## src/rtl/pipe_isa_pkg.sv

```systemverilog
// Shared instruction-word layout, ALU function codes and issue FSM encoding
// for the register/ALU/writeback/memory pipeline front end.
package pipe_isa_pkg;

  localparam int INSTR_W = 24;
  localparam int CNT_W   = 5;

  localparam int FUNC_HI = 23;
  localparam int FUNC_LO = 20;
  localparam int RD_HI   = 19;
  localparam int RD_LO   = 16;
  localparam int RS1_HI  = 15;
  localparam int RS1_LO  = 12;
  localparam int RS2_HI  = 11;
  localparam int RS2_LO  = 8;
  localparam int ADDR_HI = 7;
  localparam int ADDR_LO = 0;

  localparam logic [3:0] FUNC_ADD   = 4'd0;
  localparam logic [3:0] FUNC_SUB   = 4'd1;
  localparam logic [3:0] FUNC_AND   = 4'd2;
  localparam logic [3:0] FUNC_PASSA = 4'd3;
  localparam logic [3:0] FUNC_OR    = 4'd4;
  localparam logic [3:0] FUNC_XOR   = 4'd5;
  localparam logic [3:0] FUNC_NOTA  = 4'd6;
  localparam logic [3:0] FUNC_PASSB = 4'd7;
  localparam logic [3:0] FUNC_INC   = 4'd8;
  localparam logic [3:0] FUNC_DEC   = 4'd9;
  localparam logic [3:0] FUNC_SHR   = 4'd10;
  localparam logic [3:0] FUNC_SHL   = 4'd11;
  localparam logic [3:0] FUNC_NOP   = FUNC_PASSA;

  // Field order matches the packed input word {func, rd, rs1, rs2, addr}.
  typedef struct packed {
    logic [3:0] func;
    logic [3:0] rd;
    logic [3:0] rs1;
    logic [3:0] rs2;
    logic [7:0] addr;
  } instr_t;

  typedef struct packed {
    logic       valid;
    logic [3:0] rd;
  } hist_t;

  typedef enum logic [1:0] {
    ST_IDLE  = 2'd0,
    ST_ISSUE = 2'd1,
    ST_STALL = 2'd2
  } issue_state_e;

  function automatic instr_t make_nop(input logic [7:0] nop_addr);
    instr_t w;
    w.func = FUNC_NOP;
    w.rd   = 4'd0;
    w.rs1  = 4'd0;
    w.rs2  = 4'd0;
    w.addr = nop_addr;
    return w;
  endfunction

endpackage

```

## src/rtl/issue_fifo.sv

```systemverilog
// Instruction buffer: DEPTH x W circular FIFO with wrapping pointers and a
// separately held occupancy count. Push and pop may coincide at any count.
module issue_fifo #(
  parameter int DEPTH = 4,
  parameter int W     = 24,
  parameter int CNT_W = 5
) (
  input  logic             clk,
  input  logic             rst_n,
  input  logic             push,
  input  logic             pop,
  input  logic [W-1:0]     wdata,
  output logic [W-1:0]     rdata,
  output logic [CNT_W-1:0] count,
  output logic             full,
  output logic             empty
);

  localparam int PTR_W = (DEPTH > 1) ? $clog2(DEPTH) : 1;

  logic [W-1:0]     mem_q [DEPTH];
  logic [PTR_W-1:0] wr_ptr_q, wr_ptr_d;
  logic [PTR_W-1:0] rd_ptr_q, rd_ptr_d;
  logic [CNT_W-1:0] count_q, count_d;
  logic             do_push, do_pop;

  always_comb begin
    do_pop   = pop & (count_q != '0);
    // A full FIFO still accepts a word when the head leaves in the same cycle.
    do_push  = push & ((count_q != CNT_W'(DEPTH)) | do_pop);
    wr_ptr_d = do_push ? wr_ptr_q + PTR_W'(1) : wr_ptr_q;
    rd_ptr_d = do_pop  ? rd_ptr_q + PTR_W'(1) : rd_ptr_q;
    count_d  = count_q;
    case ({do_push, do_pop})
      2'b10:   count_d = count_q + CNT_W'(1);
      2'b01:   count_d = count_q - CNT_W'(1);
      default: count_d = count_q;
    endcase
  end

  always_ff @(posedge clk or negedge rst_n) begin
    if (!rst_n) begin
      wr_ptr_q <= '0;
      rd_ptr_q <= '0;
      count_q  <= '0;
    end else begin
      wr_ptr_q <= wr_ptr_d;
      rd_ptr_q <= rd_ptr_d;
      count_q  <= count_d;
    end
  end

  always_ff @(posedge clk) begin
    if (do_push) mem_q[wr_ptr_q] <= wdata;
  end

  assign rdata = mem_q[rd_ptr_q];
  assign count = count_q;
  assign full  = (count_q == CNT_W'(DEPTH));
  assign empty = (count_q == '0);

endmodule

```

## src/rtl/pipe_issue_unit.sv

```systemverilog
// Pipeline issue front end: buffers instruction words, issues one per clock and
// inserts NOP bubbles on RAW hazards. Optional counters under ISSUE_PERF_EN.
module pipe_issue_unit
  import pipe_isa_pkg::*;
#(
  parameter int         FIFO_DEPTH = 4,
  parameter int         HAZ_DEPTH  = 1,
  parameter logic [7:0] NOP_ADDR   = 8'hFF
) (
  input  logic               clk1,
  input  logic               rst_n,
  input  logic               run,
  input  logic               in_valid,
  input  logic [INSTR_W-1:0] in_instr,
  output logic               in_ready,
  output logic [3:0]         rs1,
  output logic [3:0]         rs2,
  output logic [3:0]         rd,
  output logic [3:0]         func,
  output logic [7:0]         addr,
  output logic               issue_valid,
  output logic [CNT_W-1:0]   fifo_count,
`ifdef ISSUE_PERF_EN
  output logic [15:0]        perf_issued,
  output logic [15:0]        perf_stalls,
`endif
  output issue_state_e       state_dbg
);

  // Handshake: a word transfers on any clock edge where in_valid and in_ready are
  // both high; in_ready depends only on the registered count, never on in_valid.

  logic [INSTR_W-1:0] fifo_rdata;
  instr_t             head;
  logic               fifo_full, fifo_empty;
  logic               push, issue_now, hazard;

  issue_state_e         state_q, state_d;
  hist_t [HAZ_DEPTH-1:0] hist_q, hist_d;
  instr_t               out_q, out_d;
  logic                 issue_valid_q, issue_valid_d;

  assign in_ready = ~fifo_full;
  assign push     = in_valid & in_ready;
  assign head     = fifo_rdata;

  issue_fifo #(
    .DEPTH (FIFO_DEPTH),
    .W     (INSTR_W),
    .CNT_W (CNT_W)
  ) u_fifo (
    .clk   (clk1),
    .rst_n (rst_n),
    .push  (push),
    .pop   (issue_now),
    .wdata (in_instr),
    .rdata (fifo_rdata),
    .count (fifo_count),
    .full  (fifo_full),
    .empty (fifo_empty)
  );

  always_comb begin
    hazard = 1'b0;
    for (int i = 0; i < HAZ_DEPTH; i++) begin
      if (hist_q[i].valid && ((hist_q[i].rd == head.rs1) || (hist_q[i].rd == head.rs2)))
        hazard = 1'b1;
    end
  end

  // Every state shares one transition rule, always evaluated on the current head.
  always_comb begin
    state_d   = ST_IDLE;
    issue_now = 1'b0;
    case (state_q)
      ST_IDLE, ST_ISSUE, ST_STALL: begin
        if (run && !fifo_empty) begin
          if (hazard) begin
            state_d = ST_STALL;
          end else begin
            state_d   = ST_ISSUE;
            issue_now = 1'b1;
          end
        end
      end
      default: state_d = ST_IDLE;
    endcase
  end

  always_comb begin
    out_d         = issue_now ? head : make_nop(NOP_ADDR);
    issue_valid_d = issue_now;
    hist_d        = hist_q;
    hist_d[0].valid = issue_now;
    hist_d[0].rd    = issue_now ? head.rd : 4'd0;
    for (int i = 1; i < HAZ_DEPTH; i++) hist_d[i] = hist_q[i-1];
  end

  always_ff @(posedge clk1 or negedge rst_n) begin
    if (!rst_n) begin
      state_q       <= ST_IDLE;
      hist_q        <= '0;
      out_q         <= make_nop(NOP_ADDR);
      issue_valid_q <= 1'b0;
    end else begin
      state_q       <= state_d;
      hist_q        <= hist_d;
      out_q         <= out_d;
      issue_valid_q <= issue_valid_d;
    end
  end

  assign func        = out_q.func;
  assign rd          = out_q.rd;
  assign rs1         = out_q.rs1;
  assign rs2         = out_q.rs2;
  assign addr        = out_q.addr;
  assign issue_valid = issue_valid_q;
  assign state_dbg   = state_q;

`ifdef ISSUE_PERF_EN
  logic [15:0] perf_issued_q, perf_issued_d;
  logic [15:0] perf_stalls_q, perf_stalls_d;

  // Counters advance on the same edge the counted state becomes visible.
  always_comb begin
    perf_issued_d = perf_issued_q;
    perf_stalls_d = perf_stalls_q;
    if (issue_now && (perf_issued_q != 16'hFFFF))
      perf_issued_d = perf_issued_q + 16'd1;
    if ((state_d == ST_STALL) && (perf_stalls_q != 16'hFFFF))
      perf_stalls_d = perf_stalls_q + 16'd1;
  end

  always_ff @(posedge clk1 or negedge rst_n) begin
    if (!rst_n) begin
      perf_issued_q <= '0;
      perf_stalls_q <= '0;
    end else begin
      perf_issued_q <= perf_issued_d;
      perf_stalls_q <= perf_stalls_d;
    end
  end

  assign perf_issued = perf_issued_q;
  assign perf_stalls = perf_stalls_q;
`endif

endmodule

```

## config.mk

```make
export PLATFORM = sky130hd
export DESIGN_NAME = pipe_issue_unit
export DESIGN_NICKNAME = d
export VERILOG_FILES = /design/src/rtl/pipe_isa_pkg.sv /design/src/rtl/issue_fifo.sv /design/src/rtl/pipe_issue_unit.sv
export SDC_FILE = /design/constraint.sdc
export NUM_CORES = 1
export LEC_CHECK = 0
export ABC_CLOCK_PERIOD_IN_PS = 7900
export CAP_MARGIN = 20
export CELL_PAD_IN_SITES_DETAIL_PLACEMENT = 0
export CELL_PAD_IN_SITES_GLOBAL_PLACEMENT = 2
export CORE_ASPECT_RATIO = 1.75
export CORE_MARGIN = 1.5
export CORE_UTILIZATION = 25
export DETAILED_ROUTE_END_ITERATION = 10
export GPL_TIMING_DRIVEN = 1
export PLACE_DENSITY_LB_ADDON = 0.1
export RECOVER_POWER = 100
export SYNTH_ARGS = -nofsm -noshare
export SYNTH_HDL_FRONTEND = slang
export SYNTH_HIERARCHICAL = 1
export SYNTH_SLANG_ARGS = --single-unit
```

## constraint.sdc

```tcl
create_clock -name clk1 -period 7.9 [get_ports clk1]
set_input_delay 1.58 -clock clk1 [delete_from_list [all_inputs] [get_ports clk1]]
set_output_delay 1.58 -clock clk1 [all_outputs]
set_load 0.1 [all_outputs]
```

* Yosys cells after proc, flatten, opt, wreduce, memory -nomap -nowiden
Memory sizes are Yosys's and may differ from the RTL's. Index checks and enable logic that the tools add are counted.
Operators by class: reductions and logical operators 9, add/subtract/negate cells 4, bitwise gates (word level) 5, muxes and demuxes 12, equality and inequality tests 8
Operators by type and width (count):
- $mux W24 | 1
- $pmux W5 S2 | 1
- $eq A4 B4 Y1 | 2
- $mux W1 | 6
- $mux W2 | 3
- $add A5 B1 Y5 const B | 1
- $eq A5 B3 Y1 const B | 1
- $logic_not A5 Y1 | 1
- $ne A5 B3 Y1 const B | 1
- $reduce_bool A5 Y1 | 1
- $sub A5 B1 Y5 const B | 1
- $add A2 B1 Y2 const B | 2
- $eq A2 B1 Y1 const B | 2
- $eq A2 B2 Y1 const B | 2
- $mux W4 | 1
- $and A1 B1 Y1 | 3
- $reduce_or A3 Y1 | 1
- $logic_and A1 B1 Y1 | 2
- $logic_not A2 Y1 | 1
- $reduce_bool A2 Y1 | 1
- $logic_not A1 Y1 | 1
- $logic_or A1 B1 Y1 | 1
- $not A1 Y1 | 1
- $or A1 B1 Y1 | 1
Word-level totals: bits of input ports 28, word-level logic and storage cells 50, memory bits (writable) 96, register bits 40, memories 1
Memory list:
- u_fifo.mem_q | depth 4, bits a word 24, read ports 1, clocked after Yosys merged registers in 0, wr ports 1, RTL line issue_fifo.sv:21 | logic [W-1:0] mem_q [DEPTH];

* Logic depth before layout (Yosys ltp)
An unclocked memory read counts as a cell.
depth after elaboration 13, depth in mapped cells 18

* Hierarchy
Netlist, hierarchy kept.
By module, submodules not included:
- issue_fifo | cells each 195, area each 4115.2 µm², instances 1
- pipe_issue_unit | cells each 88, area each 1026.0 µm², instances 1

* Worst setup path before layout
No wires, ideal clock.
path kind register to register, start point reg u_fifo.rd_ptr_q[0], end point reg u_fifo.count_q[4], in the netlist u_fifo/count[4], setup time 162 ps, arrival time 3757 ps, required time 7738 ps, clock period less this slack 3919 ps, stages on the path, launching flop included 19, slack 3981 ps, path through dfrtp_1 > buf_2 > buf_2 > mux4_2 > xnor2_1 > nand4_1 > a21boi_2 > buf_6 > buf_12 > nor2_1 > clkbuf_1 > nor2b_1 > o21ai_2 > inv_1 > fa_1 > a21o_1 > a21oi_1 > mux2i_1 > xor2_1
RTL lines:
- start: declaration | RTL line issue_fifo.sv:23 | logic [PTR_W-1:0] rd_ptr_q, rd_ptr_d;
- start signal: assignment | RTL line issue_fifo.sv:48 | rd_ptr_q <= rd_ptr_d;
- end signal: assignment | RTL line issue_fifo.sv:49 | count_q <= count_d;
- end: declaration | RTL line issue_fifo.sv:24 | logic [CNT_W-1:0] count_q, count_d;

==> results.cfg <==
[clock_network]
clock-sinks = 131
cts_resized = 0
cts_max_level = 4
clk_path_buf_depth = 2
cts-root-buf = clkbuf_16
clkTransAtPathRegs_ps = 60
cts_tree = done
clk_latency_ps = 410
holdBufCountCts = 0
numCtsBuffers = 17
cts_setup_buffers = 0

[power_and_ir_drop]
vdd_drop_max_v = 0.000257
internal_power_mw = 1.87
p_comb_share_pct = 38.6
switching_share_pct = 39.6
p_per_area_nw_per_um2 = 468
switching_power_mw = 1.22
leakage_nw = 2.36
finalPower_mw = 3.09
clkPwrFrac_pct = 27.3
pwr-share-seq_pct = 34.1

[route]
viasPerCell = 4.26
drtIter0Drc = 153
drt_wl_total_mm = 11.5
met1_length_mm = 4.39
vias = 2599
firstDrtPassIters = 4
antenna_left = 0
wl_met2_mm = 6.72
highest_layer = met4
drc = 0
wl_met3_um = 232
wl_per_cell_um = 18.9

[sta]
drv_slew = 138
skew_ps = 5.54
tns_ps = 0
final.min_clock_period_ps = 5620
timing.final.setup_violations = 0
fmax_ghz = 0.178
worst_pin_slew_ps = 2120
final_hold_viol_count = 0
rsz0062_at_grt = false
slew_headroom_pct = -41.4
period_share_pct = 71.1
hold_slack_ps = 496

[synth]
synth_area_um2 = 5140
ys_seq_elements = 131
synth.distinct_cells = 42
synth.net_count = 319
syn_inst = 283
ys_async_sr_fraction_pct = 26.7
synthFlopType = edfxtp_1
synth_edf_count = 96
yosysSeqAreaShare_pct = 73.4
yosys_warnings = 6
syn_avg_cell_area_um2 = 18.2

[layout]
layout_commonest_cell = edfxtp_1
nets = 385
n_fill_cell = 1994
regArea_um2 = 3770
syn_to_final_growth_pct = 28.3
antenna_cells = 0
layout-drive-gt1-share_pct = 21.0
most-common-layout-cells = 96 x edfxtp_1, 57 x dlygate4sd3_1, 25 x dfrtp_1
multi_input_comb_area_um2 = 1240

[floorplanning]
die-width_um = 111
core-area_um2 = 20200
num_io_pins = 61
rows = 69
start_util_pct = 25.4
die_y_um = 193
dieArea_um2 = 21500

[place]
gp_congestion = 0.647
io_buffers = 60
dp_hpwl_mm = 7.19

[worst_hold_path]
hp-class = register to register

[grt]
grt_antenna_before_repair = 0
grt_max_degree = 36
grtUsageTotal_pct = 11.7
grt_pass1_vias = 2921
grt_pass1_wl_mm = 18.0
gr-total-overflow = 0

[status]
status = finished, violations left
violations = capacitance limit, slew limit

[worst_setup_path]
cp.required_ps = 7890
cp-end-kind = register
worst_ep_arrival_time_ps = 5600
worstSetupPathType = register to register
worstPathMaxFanout = 26
startpoint_type = register

[run]
max_cap_violations = 5
critical path, stage by stage (launching register included):
cell	delay (ps)
dfrtp_1	1490
mux4_2	700
xnor2_1	150
nand4_1	150
a21boi_0	160
nor2_1	530
o31a_1	360
and2_0	1600
synthesized netlist by cell type, drive strengths merged (2+ instances only):
master  instances  area share, %
nand4           2           0.24
mux2i           2           0.39
nand2          20            1.5
clkbuf          6           0.44
or3            10            1.4
ha              7            1.7
nand3           2           0.19
dfstp          10            5.1
inv             6           0.44
mux4           24             11
nor2b           5           0.61
dfrtp          25             12
o21ai           2           0.27
buf             9            1.4
a21o            2           0.29
xnor2          12            2.0
nor2           17            1.2
and2            5           0.63
xor2            3           0.51
a211oi          2           0.29
a21oi           4           0.39
edfxtp         96             56
stage by stage:
stage | std cells | utilization [%] | worst slack [ps] | cell area [um^2]
after floorplan | 283 | - | 3980 | 5140
after global placement | 578 | 29.6 | 3190 | 5970
after detailed placement | 578 | 29.6 | 3150 | 5970
after CTS | 610 | 32.7 | 3480 | 6610
after global routing | 610 | 32.6 | 1670 | 6590
final | 610 | 32.6 | 2280 | 6590
layer usage:
layer | global-route usage (%) | up-vias
met4 | 5.26 | 0
met5 | 0 | -
li1 | - | 1195
met3 | 2.54 | 7
met1 | 12.1 | 1357
met2 | 22.5 | 40
path summary, 6_finish.rpt:
check,from,endpoint,slack [ps],cells past startpoint
setup / recovery,u_fifo/rd_ptr_q[0],u_fifo/mem_q[2][22],2280,7
hold / removal,u_fifo/count[4],u_fifo/count[4],500,1
setup reg to reg,u_fifo/rd_ptr_q[0],u_fifo/mem_q[2][22],2280,7
hold reg to reg,u_fifo/count[4],u_fifo/count[4],500,1
max in group asynchronous,rst_n,func[2],4900,1
min in group asynchronous,rst_n,u_fifo/wr_ptr_q[1],1780,1
power groups by stage:
stage	Clock (mW)	Combinational (mW)	Sequential, mW
after global routing	0.898	1.28	1.08
after global placement	0	1.25	1.07
after floorplan	0	0.552	1.45
after CTS	0.869	1.25	1.06
after detailed placement	0	1.25	1.08
final	0.844	1.19	1.05
logic make-up (layout without fill, tap and decap cells):
| family | Yosys count | after routing | synth area share (%) |
|---|---|---|---|
| flops | 131 | 131 | 73.4 |
| fa+ha+maj | 8 | 8 | 2.09 |
| buf+inv | 21 | 100 | 2.31 |
| compound gates | 16 | 16 | 2.21 |
| simple gates | 65 | 65 | 6.35 |
| xor+xnor | 15 | 15 | 2.56 |
| mux | 27 | 27 | 11.1 |
registers in the layout (all words and copies together) (netlist names):
signal / flops
rd: 3
state_dbg: 1
rs2: 4
u_fifo/rd_ptr_q: 2
hist_q: 1
addr: 8
rs1: 4
u_fifo/mem_q: 96
func: 4
u_fifo/count: 5
u_fifo/wr_ptr_q: 2
issue_valid: 1
final cells by class:
type                       count  area share (%)
clock inverter                15            3.24
timing repair buffer          62            9.18
sequential                   131            57.2
multi-input combinational    131            18.9
clock buffer                  17            6.45
inverter                       6           0.342
tap                          248            4.71
Note: power is estimated with default switching activity, not from simulation.
